[config.mk]
export PLATFORM = sky130hd
export DESIGN_NAME = muldiv_unit
export DESIGN_NICKNAME = d
export VERILOG_FILES = /design/src/rtl/muldiv_unit.sv
export SDC_FILE = /design/constraint.sdc
export NUM_CORES = 1
export LEC_CHECK = 0
export ABC_AREA = 1
export CAP_MARGIN = 20
export CORE_MARGIN = 8
export CORE_UTILIZATION = 31
export DETAILED_ROUTE_END_ITERATION = 8
export GPL_TIMING_DRIVEN = 0
export PLACE_DENSITY = 0.52
export RECOVER_POWER = 50
export SYNTH_ARGS = -nofsm -noshare
export SYNTH_HDL_FRONTEND = slang
export SYNTH_SLANG_ARGS = --single-unit
[constraint.sdc]
create_clock -name clk -period 3.42 [get_ports clk]
set_input_delay 0.684 -clock clk [delete_from_list [all_inputs] [get_ports clk]]
set_output_delay 0.684 -clock clk [all_outputs]
set_load 0.05 [all_outputs]
[src/rtl/muldiv_unit.sv]
// Iterative RV32M multiply/divide unit with a start/busy/done handshake.
// Defining MDU_FAST_MUL_EN gives multiplies a single-cycle path; divides stay iterative.
module muldiv_unit #(
    parameter int XLEN = 32
) (
    input  logic            clk,
    input  logic            rst_n,
    input  logic            start_i,
    input  logic [4:0]      aluOperation_i,
    input  logic [XLEN-1:0] rs1_data_i,
    input  logic [XLEN-1:0] rs2_data_i,
    input  logic            kill_i,
    output logic            busy_o,
    output logic            done_o,
    output logic [XLEN-1:0] result_o
);
    // RV32M operation codes, matching the decoder's definitions.vh encoding
    localparam logic [4:0] ALUOP_MUL    = 5'h10;
    localparam logic [4:0] ALUOP_MULH   = 5'h11;
    localparam logic [4:0] ALUOP_MULHSU = 5'h12;
    localparam logic [4:0] ALUOP_MULHU  = 5'h13;
    localparam logic [4:0] ALUOP_DIV    = 5'h14;
    localparam logic [4:0] ALUOP_DIVU   = 5'h15;
    localparam logic [4:0] ALUOP_REM    = 5'h16;
    localparam logic [4:0] ALUOP_REMU   = 5'h17;

    typedef enum logic [1:0] {S_IDLE, S_CALC, S_FIXUP, S_DONE} state_t;

    state_t          state_q, state_d;
    logic [4:0]      cnt_q, cnt_d;
    logic [63:0]     acc_q, acc_d;
    logic [31:0]     opb_q, opb_d;
    logic [4:0]      op_q, op_d;
    logic            neg_q, neg_d;
    logic [XLEN-1:0] result_q, result_d;

    function automatic logic is_mul_op(input logic [4:0] op);
        return op inside {ALUOP_MUL, ALUOP_MULH, ALUOP_MULHSU, ALUOP_MULHU};
    endfunction

    function automatic logic is_div_op(input logic [4:0] op);
        return op inside {ALUOP_DIV, ALUOP_DIVU, ALUOP_REM, ALUOP_REMU};
    endfunction

    // acc holds the product for multiplies and {remainder, quotient} for divides
    function automatic logic [31:0] fix_word(input logic [4:0] op, input logic neg,
                                             input logic [63:0] acc);
        logic [63:0] p;
        logic [31:0] w;
        p = neg ? (~acc + 64'd1) : acc;
        w = neg ? (~acc[31:0] + 32'd1) : acc[31:0];
        case (op)
            ALUOP_MUL:                          return p[31:0];
            ALUOP_MULH, ALUOP_MULHSU, ALUOP_MULHU: return p[63:32];
            ALUOP_DIV, ALUOP_DIVU:              return w;
            default:                            return neg ? (~acc[63:32] + 32'd1) : acc[63:32];
        endcase
    endfunction

    logic        is_mul, is_div, a_signed, b_signed, sa, sb, accept;
    logic        div_zero, div_ovf, short_path;
    logic [31:0] mag_a, mag_b, special_res;
    logic [32:0] div_top;
    logic        div_ge;
    logic [32:0] mul_sum;

    always_comb begin
        is_mul   = is_mul_op(aluOperation_i);
        is_div   = is_div_op(aluOperation_i);
        a_signed = aluOperation_i inside {ALUOP_MULH, ALUOP_MULHSU, ALUOP_DIV, ALUOP_REM};
        b_signed = aluOperation_i inside {ALUOP_MULH, ALUOP_DIV, ALUOP_REM};
        sa       = a_signed & rs1_data_i[31];
        sb       = b_signed & rs2_data_i[31];
        mag_a    = sa ? (~rs1_data_i + 32'd1) : rs1_data_i;
        mag_b    = sb ? (~rs2_data_i + 32'd1) : rs2_data_i;
        accept   = (state_q == S_IDLE) & start_i & ~kill_i & (is_mul | is_div);
        div_zero = is_div & (rs2_data_i == 32'd0);
        div_ovf  = (aluOperation_i inside {ALUOP_DIV, ALUOP_REM}) &
                   (rs1_data_i == 32'h8000_0000) & (rs2_data_i == 32'hFFFF_FFFF);
        if (div_zero)
            special_res = (aluOperation_i inside {ALUOP_DIV, ALUOP_DIVU}) ? 32'hFFFF_FFFF : rs1_data_i;
        else
            special_res = (aluOperation_i == ALUOP_DIV) ? 32'h8000_0000 : 32'd0;
`ifdef MDU_FAST_MUL_EN
        short_path = div_zero | div_ovf | is_mul;
`else
        short_path = div_zero | div_ovf;
`endif
        div_top = acc_q[63:31];
        div_ge  = div_top >= {1'b0, opb_q};
        mul_sum = {1'b0, acc_q[63:32]} + (acc_q[0] ? {1'b0, opb_q} : 33'd0);
    end

    always_ff @(posedge clk) begin
        if (!rst_n) state_q <= S_IDLE;
        else        state_q <= state_d;
    end

    always_comb begin
        state_d = state_q;
        case (state_q)
            S_IDLE:  if (accept) state_d = short_path ? S_DONE : S_CALC;
            S_CALC:  if (cnt_q == 5'd31) state_d = S_FIXUP;
            S_FIXUP: state_d = S_DONE;
            default: state_d = S_IDLE;
        endcase
        if (kill_i) state_d = S_IDLE;
    end

    always_comb begin
        busy_o   = (state_q != S_IDLE);
        done_o   = (state_q == S_DONE);
        result_o = result_q;
    end

    always_comb begin
        cnt_d    = cnt_q;
        acc_d    = acc_q;
        opb_d    = opb_q;
        op_d     = op_q;
        neg_d    = neg_q;
        result_d = result_q;
        if (accept) begin
            op_d  = aluOperation_i;
            cnt_d = 5'd0;
            neg_d = (aluOperation_i inside {ALUOP_REM, ALUOP_REMU}) ? sa : (sa ^ sb);
            if (is_div) begin
                acc_d = {32'd0, mag_a};
                opb_d = mag_b;
            end else begin
                acc_d = {32'd0, mag_b};
                opb_d = mag_a;
            end
            if (div_zero | div_ovf)
                result_d = special_res;
`ifdef MDU_FAST_MUL_EN
            else if (is_mul)
                result_d = fix_word(aluOperation_i, sa ^ sb,
                                    {32'd0, mag_a} * {32'd0, mag_b});
`endif
        end else if (state_q == S_CALC) begin
            cnt_d = cnt_q + 5'd1;
            if (is_div_op(op_q))
                acc_d = {div_ge ? div_top[31:0] - opb_q : div_top[31:0], acc_q[30:0], div_ge};
            else
                acc_d = {mul_sum, acc_q[31:1]};
        end else if (state_q == S_FIXUP && !kill_i) begin
            result_d = fix_word(op_q, neg_q, acc_q);
        end
    end

    always_ff @(posedge clk) begin
        if (!rst_n) begin
            cnt_q    <= '0;
            acc_q    <= '0;
            opb_q    <= '0;
            op_q     <= '0;
            neg_q    <= 1'b0;
            result_q <= '0;
        end else begin
            cnt_q    <= cnt_d;
            acc_q    <= acc_d;
            opb_q    <= opb_d;
            op_q     <= op_d;
            neg_q    <= neg_d;
            result_q <= result_d;
        end
    end
endmodule

# Word level (Yosys, flattened, before mapping)
# Cells that the tools add are included.
[totals]
register_bits = 141
inputBits = 73
output_inout_bits = 34
elab_cells = 106
[classes]
n_addsub = 8
magnitude_cmp = 1
eq_ne = 26
n_mux = 25
n_bitwise = 18
n_reduce_logical = 21
[op_table]
columns = ["op", "n"]
rows = [
  ["32-bit two-way mux", 15],
  ["64-bit two-way mux", 4],
  ["32-bit by 1-bit adder with 32-bit output (second input constant)", 4],
  ["32-bit inverter", 4],
  ["32-bit case mux with 3 select lines", 1],
  ["5-bit == test (second input constant)", 17],
  ["64-bit by 1-bit adder with 64-bit output (second input constant)", 1],
  ["32-bit == test (second input constant)", 2],
  ["64-bit inverter", 1],
  ["32-bit by 32-bit adder with 33-bit output", 1],
  ["33-bit by 32-bit >= comparator with 1-bit output", 1],
  ["32-bit logical NOT", 1],
  ["32-bit subtractor", 1],
  ["4-bit nonzero test", 4],
  ["2-bit nonzero test", 6],
  ["1-bit bitwise AND", 8],
  ["2-bit two-way mux", 3],
  ["2-bit inequality test (second input constant)", 3],
  ["2-bit case mux with 3 select lines", 1],
  ["2-bit OR reduction", 3],
  ["5-bit by 1-bit adder with 5-bit output (second input constant)", 1],
  ["2-bit == test (second input constant)", 2],
  ["3-bit AND reduction", 1],
  ["3-bit nonzero test", 1],
  ["11 further kinds", 13],
]

# Depth between registers and ports, before layout
[depth]
word_depth = 8
mapped_depth = 20
depth_no_buf = 18

# Worst setup path before layout
# Ideal clock, no wire load.
[synth_timing]
path_kind = "register -> register"
from = "register acc_q[0]"
to = "register acc_q[51]"
setup_time_ns = 0.128
t_arrival_ns = 2.519
t_required_ns = 3.292
slack_ns = 0.773
stages_incl_launch_ff = 20
n_path_buf = 2
synth_period_minus_slack_ns = 2.647
cell_sequence = "dfxtp_1 buf_2 clkbuf_1 nand2_1 inv_1 ha_1 inv_1 fa_1 o21ai_0 nand2_1 nand2_1 nand2_1 nand2_1 nand2_1 nand3_1 nand3_1 nand2_1 nor2_1 nor2_1 nor2_1"
[synth_between]
elab_chain_len = 5
[synth_lines]
columns = ["element", "line_no", "rtl"]
rows = [
  ["from (decl)", "31", "logic [63:0] acc_q, acc_d;"],
  ["from (signal assigned)", "155", "acc_q <= '0;"],
  ["from (signal assigned)", "162", "acc_q <= acc_d;"],
  ["32-bit two-way mux", "91", "mul_sum = {1'b0, acc_q[63:32]} + (acc_q[0] ? {1'b0, opb_q} : 33'd0);"],
  ["32-bit by 32-bit adder with 33-bit output", "91", ""],
  ["64-bit two-way mux", "143", "if (is_div_op(op_q))"],
  ["64-bit two-way mux", "141", "end else if (state_q == S_CALC) begin"],
  ["64-bit two-way mux", "123", "if (accept) begin"],
]
# Every way passes these cells. The select of a mux whose other input is x is not followed.
# A chain may end at the register's enable or synchronous reset.

# Worst setup path in the final report
[layout_timing]
from = "input port aluOperation_i[4]"
to = "register result_q[21], in the netlist result_o[21]"
[layout_between]
elab_chain_len = 7
elab_cells_between_ends = 26
classes_between = "eq/ne (10); mux (4); bitwise (6); reduce/logical (6)"
[layout_lines]
columns = ["element", "line_no", "rtl"]
rows = [
  ["from (decl)", "9", "input logic [4:0] aluOperation_i,"],
  ["5-bit == test (on tied branches)", "42, 78, 81", ""],
  ["2-bit nonzero test", "78", "div_ovf = (aluOperation_i inside {ALUOP_DIV, ALUOP_REM}) &"],
  ["1-bit bitwise AND", "78", ""],
  ["1-bit bitwise AND", "79", "(rs1_data_i == 32'h8000_0000) & (rs2_data_i == 32'hFFFF_FFFF);"],
  ["1-bit bitwise OR", "134", "if (div_zero | div_ovf)"],
  ["2-bit by 1-bit inequality test with 1-bit output (no line)", "--", ""],
  ["3-bit AND reduction (no line)", "--", ""],
  ["to (signal assigned)", "166", "result_q <= result_d;"],
  ["to (decl)", "35", "logic [XLEN-1:0] result_q, result_d;"],
]
# Several ways; a longest one is shown, not always the timed one. The select of a mux whose other input is x is not followed.

==> impl_metrics.ini <==
[synthesis]
synth_compound_area_share_pct = 16.1
synth_top_area_share_pct = 21.1
synth_cells = 3310
yosysSeqAreaShare_pct = 15.9
synth_largest_area_cell = nand2_1
syn-cell-area_mm2 = 0.0177
synth-simple-area-share_pct = 45.5
synth_xor_xnor_area_share_pct = 3.75
yosysWarnings = 0
synthTopCellsByArea = nand2_1 (21%), dfxtp_1 (16%), inv_1 (9.7%)
async_flop_share_pct = 0
synth_fp_nets = 3462
syn_avg_cell_area_um2 = 5.36
synth_top_family_by_area = simple AND/OR/NAND/NOR gates
ys_top_cells_by_count = nand2_1 (998), inv_1 (459), nor2_1 (426), nand3_1 (321), o21ai_0 (206)
synth-main-ff-cell = dfxtp_1
synthAdderAreaFrac_pct = 5.66
synth-seq-cells = 141
muxShareOfSynthArea_pct = 0
synth-edff-count = 0
synth_most_common_cell = nand2_1
synth_cell_types = 53

[critical_path]
required_ns = 3.78
rrSetupSlack_ns = 0.10
cp-start-kind = input port
arrival_ns = 3.74
critPathKind = in -> reg
cp_max_fo = 10
r2r_cells = 12
r2r_start = acc_q[34]$_SDFFE_PN0P_
end_kind = flop
r2r_end = result_o[23]$_SDFFE_PN0P_

[placement]
place.gp.congestion = 1.01
pre_cts_slack_ns = -0.340
io_buffer_count = 105
dp_hpwl_um = 82800

[timing]
rsz0062_at_grt = false
fin_hold_ws_ns = 0.457
worstMarginPinSlew_ns = 0.948
finClkSkew_ns = 0.0160
worst_slack_ns = 0.0429
hold_viol = 0
maxSlewHeadroom_pct = 36.8
maxSlewViolCount = 0
fmaxAchievable_ghz = 0.296
fin_crit_sh_pct = 98.7
fin_crit_ns = 3.38
finalSetupViolCount = 0

[min_path]
hold_depth = 2
hold_class = reg -> reg
hp-start = op_q[3]$_SDFFE_PN0P_
hold_end = op_q[3]$_SDFFE_PN0P_

[floorplanning]
core.rowCount = 87
coreArea_mm2 = 0.0565
die_h_um = 255
die_area_mm2 = 0.0651
num_io_pins = 107
initial_core_util_pct = 31.4
die_w_um = 255

[final_layout]
layout-drive-gt1-share_pct = 3.83
multi_input_area_mm2 = 0.0126
utilization_pct = 36.1
area_delta_synth_final_pct = 14.9
fill_cells = 6612
seq_area_mm2 = 0.00283
finalNetCount = 3585

[grt]
use_met3_pct = 5.58
track_usage_pct = 29.5
grt_pass1_wl_um = 141000
grt-ovfl-total = 0
grt_max_degree = 18
busiest_layer = met2
antenna_found_initial = 1
grt_pass1_vias = 21100
grtUsageMet2_pct = 45.1
use_met1_pct = 38.7

[power]
leakage_nw = 10.2
power_density_mw_per_mm2 = 265
p_seq_share_pct = 31.8
intPower_mw = 3.32
power_switching_mw = 2.07
ir_drop_uv = 264
pwr-share-clk_pct = 38.7
comb_power_share_pct = 29.5
swShare_pct = 38.4

[clocking]
tritoncts = yes
clk_latency_ns = 0.48
clock_sinks = 141
hold_buffers = 0
cts_made_buffers = 17
clockBufferDepth = 2
h-tree-depth = 4
cts-root-buf = clkbuf_16
path_clk_slew_ns = 0.07
cts_setup_buffers = 0

[drt]
remaining_drc_errors = 0
wl_um = 97900
vias = 22600
drtPass1Iterations = 6
wl_per_cell_um = 23.3
drt_iter0_markers = 2597
viasPerCell = 5.37
ant_nets = 0

[status]
status = completed

[flow_run]
drv_cap = 0
stage by stage:
step	setup TNS (ns)	cell area [µm²]	power, mW	cells
6_report	0	20400	5.40	4203
5_1_grt	0	20400	5.59	4202
3_5_place_dp	-6.65	19700	3.30	4171
4_1_cts	0	20400	5.37	4202
3_3_place_gp	-8.84	19700	3.31	4171
2_1_floorplan	0	17700	2.65	3310
registers in the layout, indices dropped and copies added, names as in the netlist:
name and cells:
acc_q 64, cnt_q 5, neg_q 1, op_q 5, opb_q 32, result_o 32, state_q 2
logic make-up after synthesis:
group / after synthesis
compound gates: 514
simple gates: 1914
xor+xnor: 76
flops: 141
buf+inv: 586
fa+ha+maj: 79
placed cells by master, fill, tap and decap left out, drive strengths merged, types with 26 or more instances in the layout:
master	count
dlygate4sd3	34
nand3	325
o21ai	221
nor2	438
clkbuf	88
dfxtp	141
nand2	1008
xor2	61
a21oi	191
ha	77
inv	474
buf	44
nand4	73
clkdlybuf4s50	71
nor3	26
o211ai	42
layout make-up:
class / instances / area share (%)
Buffer: 114 / 2.59
Antenna cell: 1 / 0.0123
Tap cell: 756 / 4.64
Timing Repair Buffer: 105 / 5.16
Sequential cell: 141 / 13.9
Clock inverter: 14 / 0.970
Multi-Input combinational cell: 2583 / 61.9
Clock buffer: 18 / 2.16
Inverter: 471 / 8.69
per-layer routing:
layer / vias up / wire length (µm)
met3: 232 / 8070
met5: - / 0
met4: 0 / 6280
li1: 10900 / -
met1: 10300 / 42100
met2: 1098 / 41500
repair_timing:
action,in CTS,in global routing
pin swaps,0,0
setup endpoints to repair,11,21
gates resized for setup,0,15
how the worst max path moves through the flow:
stage | start | end | slack, ns | depth (start not counted)
global route | aluOperation_i[4] | result_o[11]$_SDFFE_PN0P_ | 0.004 | 10
global placement | aluOperation_i[4] | opb_q[29]$_SDFFE_PN0P_ | -0.35 | 9
CTS | acc_q[0]$_SDFFE_PN0P_ | acc_q[43]$_SDFFE_PN0P_ | 0.03 | 15
detailed placement | acc_q[0]$_SDFFE_PN0P_ | acc_q[51]$_SDFFE_PN0P_ | -0.34 | 19
finish | aluOperation_i[4] | result_o[21]$_SDFFE_PN0P_ | 0.04 | 10
floorplan | acc_q[0]$_SDFFE_PN0P_ | acc_q[51]$_SDFFE_PN0P_ | 0.77 | 19
critical path, cell delays in order:
cell and delay, ns:
clkdlybuf4s50_1 0.62, nand2_2 0.15, inv_1 0.08, nand4_1 0.13, inv_1 0.32, clkbuf_1 0.54
clkbuf_1 0.65, a21oi_1 0.25, nor2_1 0.25, nor2_1 0.06
power by group through the flow:
stage	sequential, mW	combinational (mW)	clock, mW
5_1_grt	1.72	1.71	2.16
3_3_place_gp	1.75	1.56	0
4_1_cts	1.72	1.55	2.10
6_report	1.72	1.59	2.09
2_1_floorplan	1.76	0.892	0
3_5_place_dp	1.75	1.55	0
(Power assumes the default switching activity.)
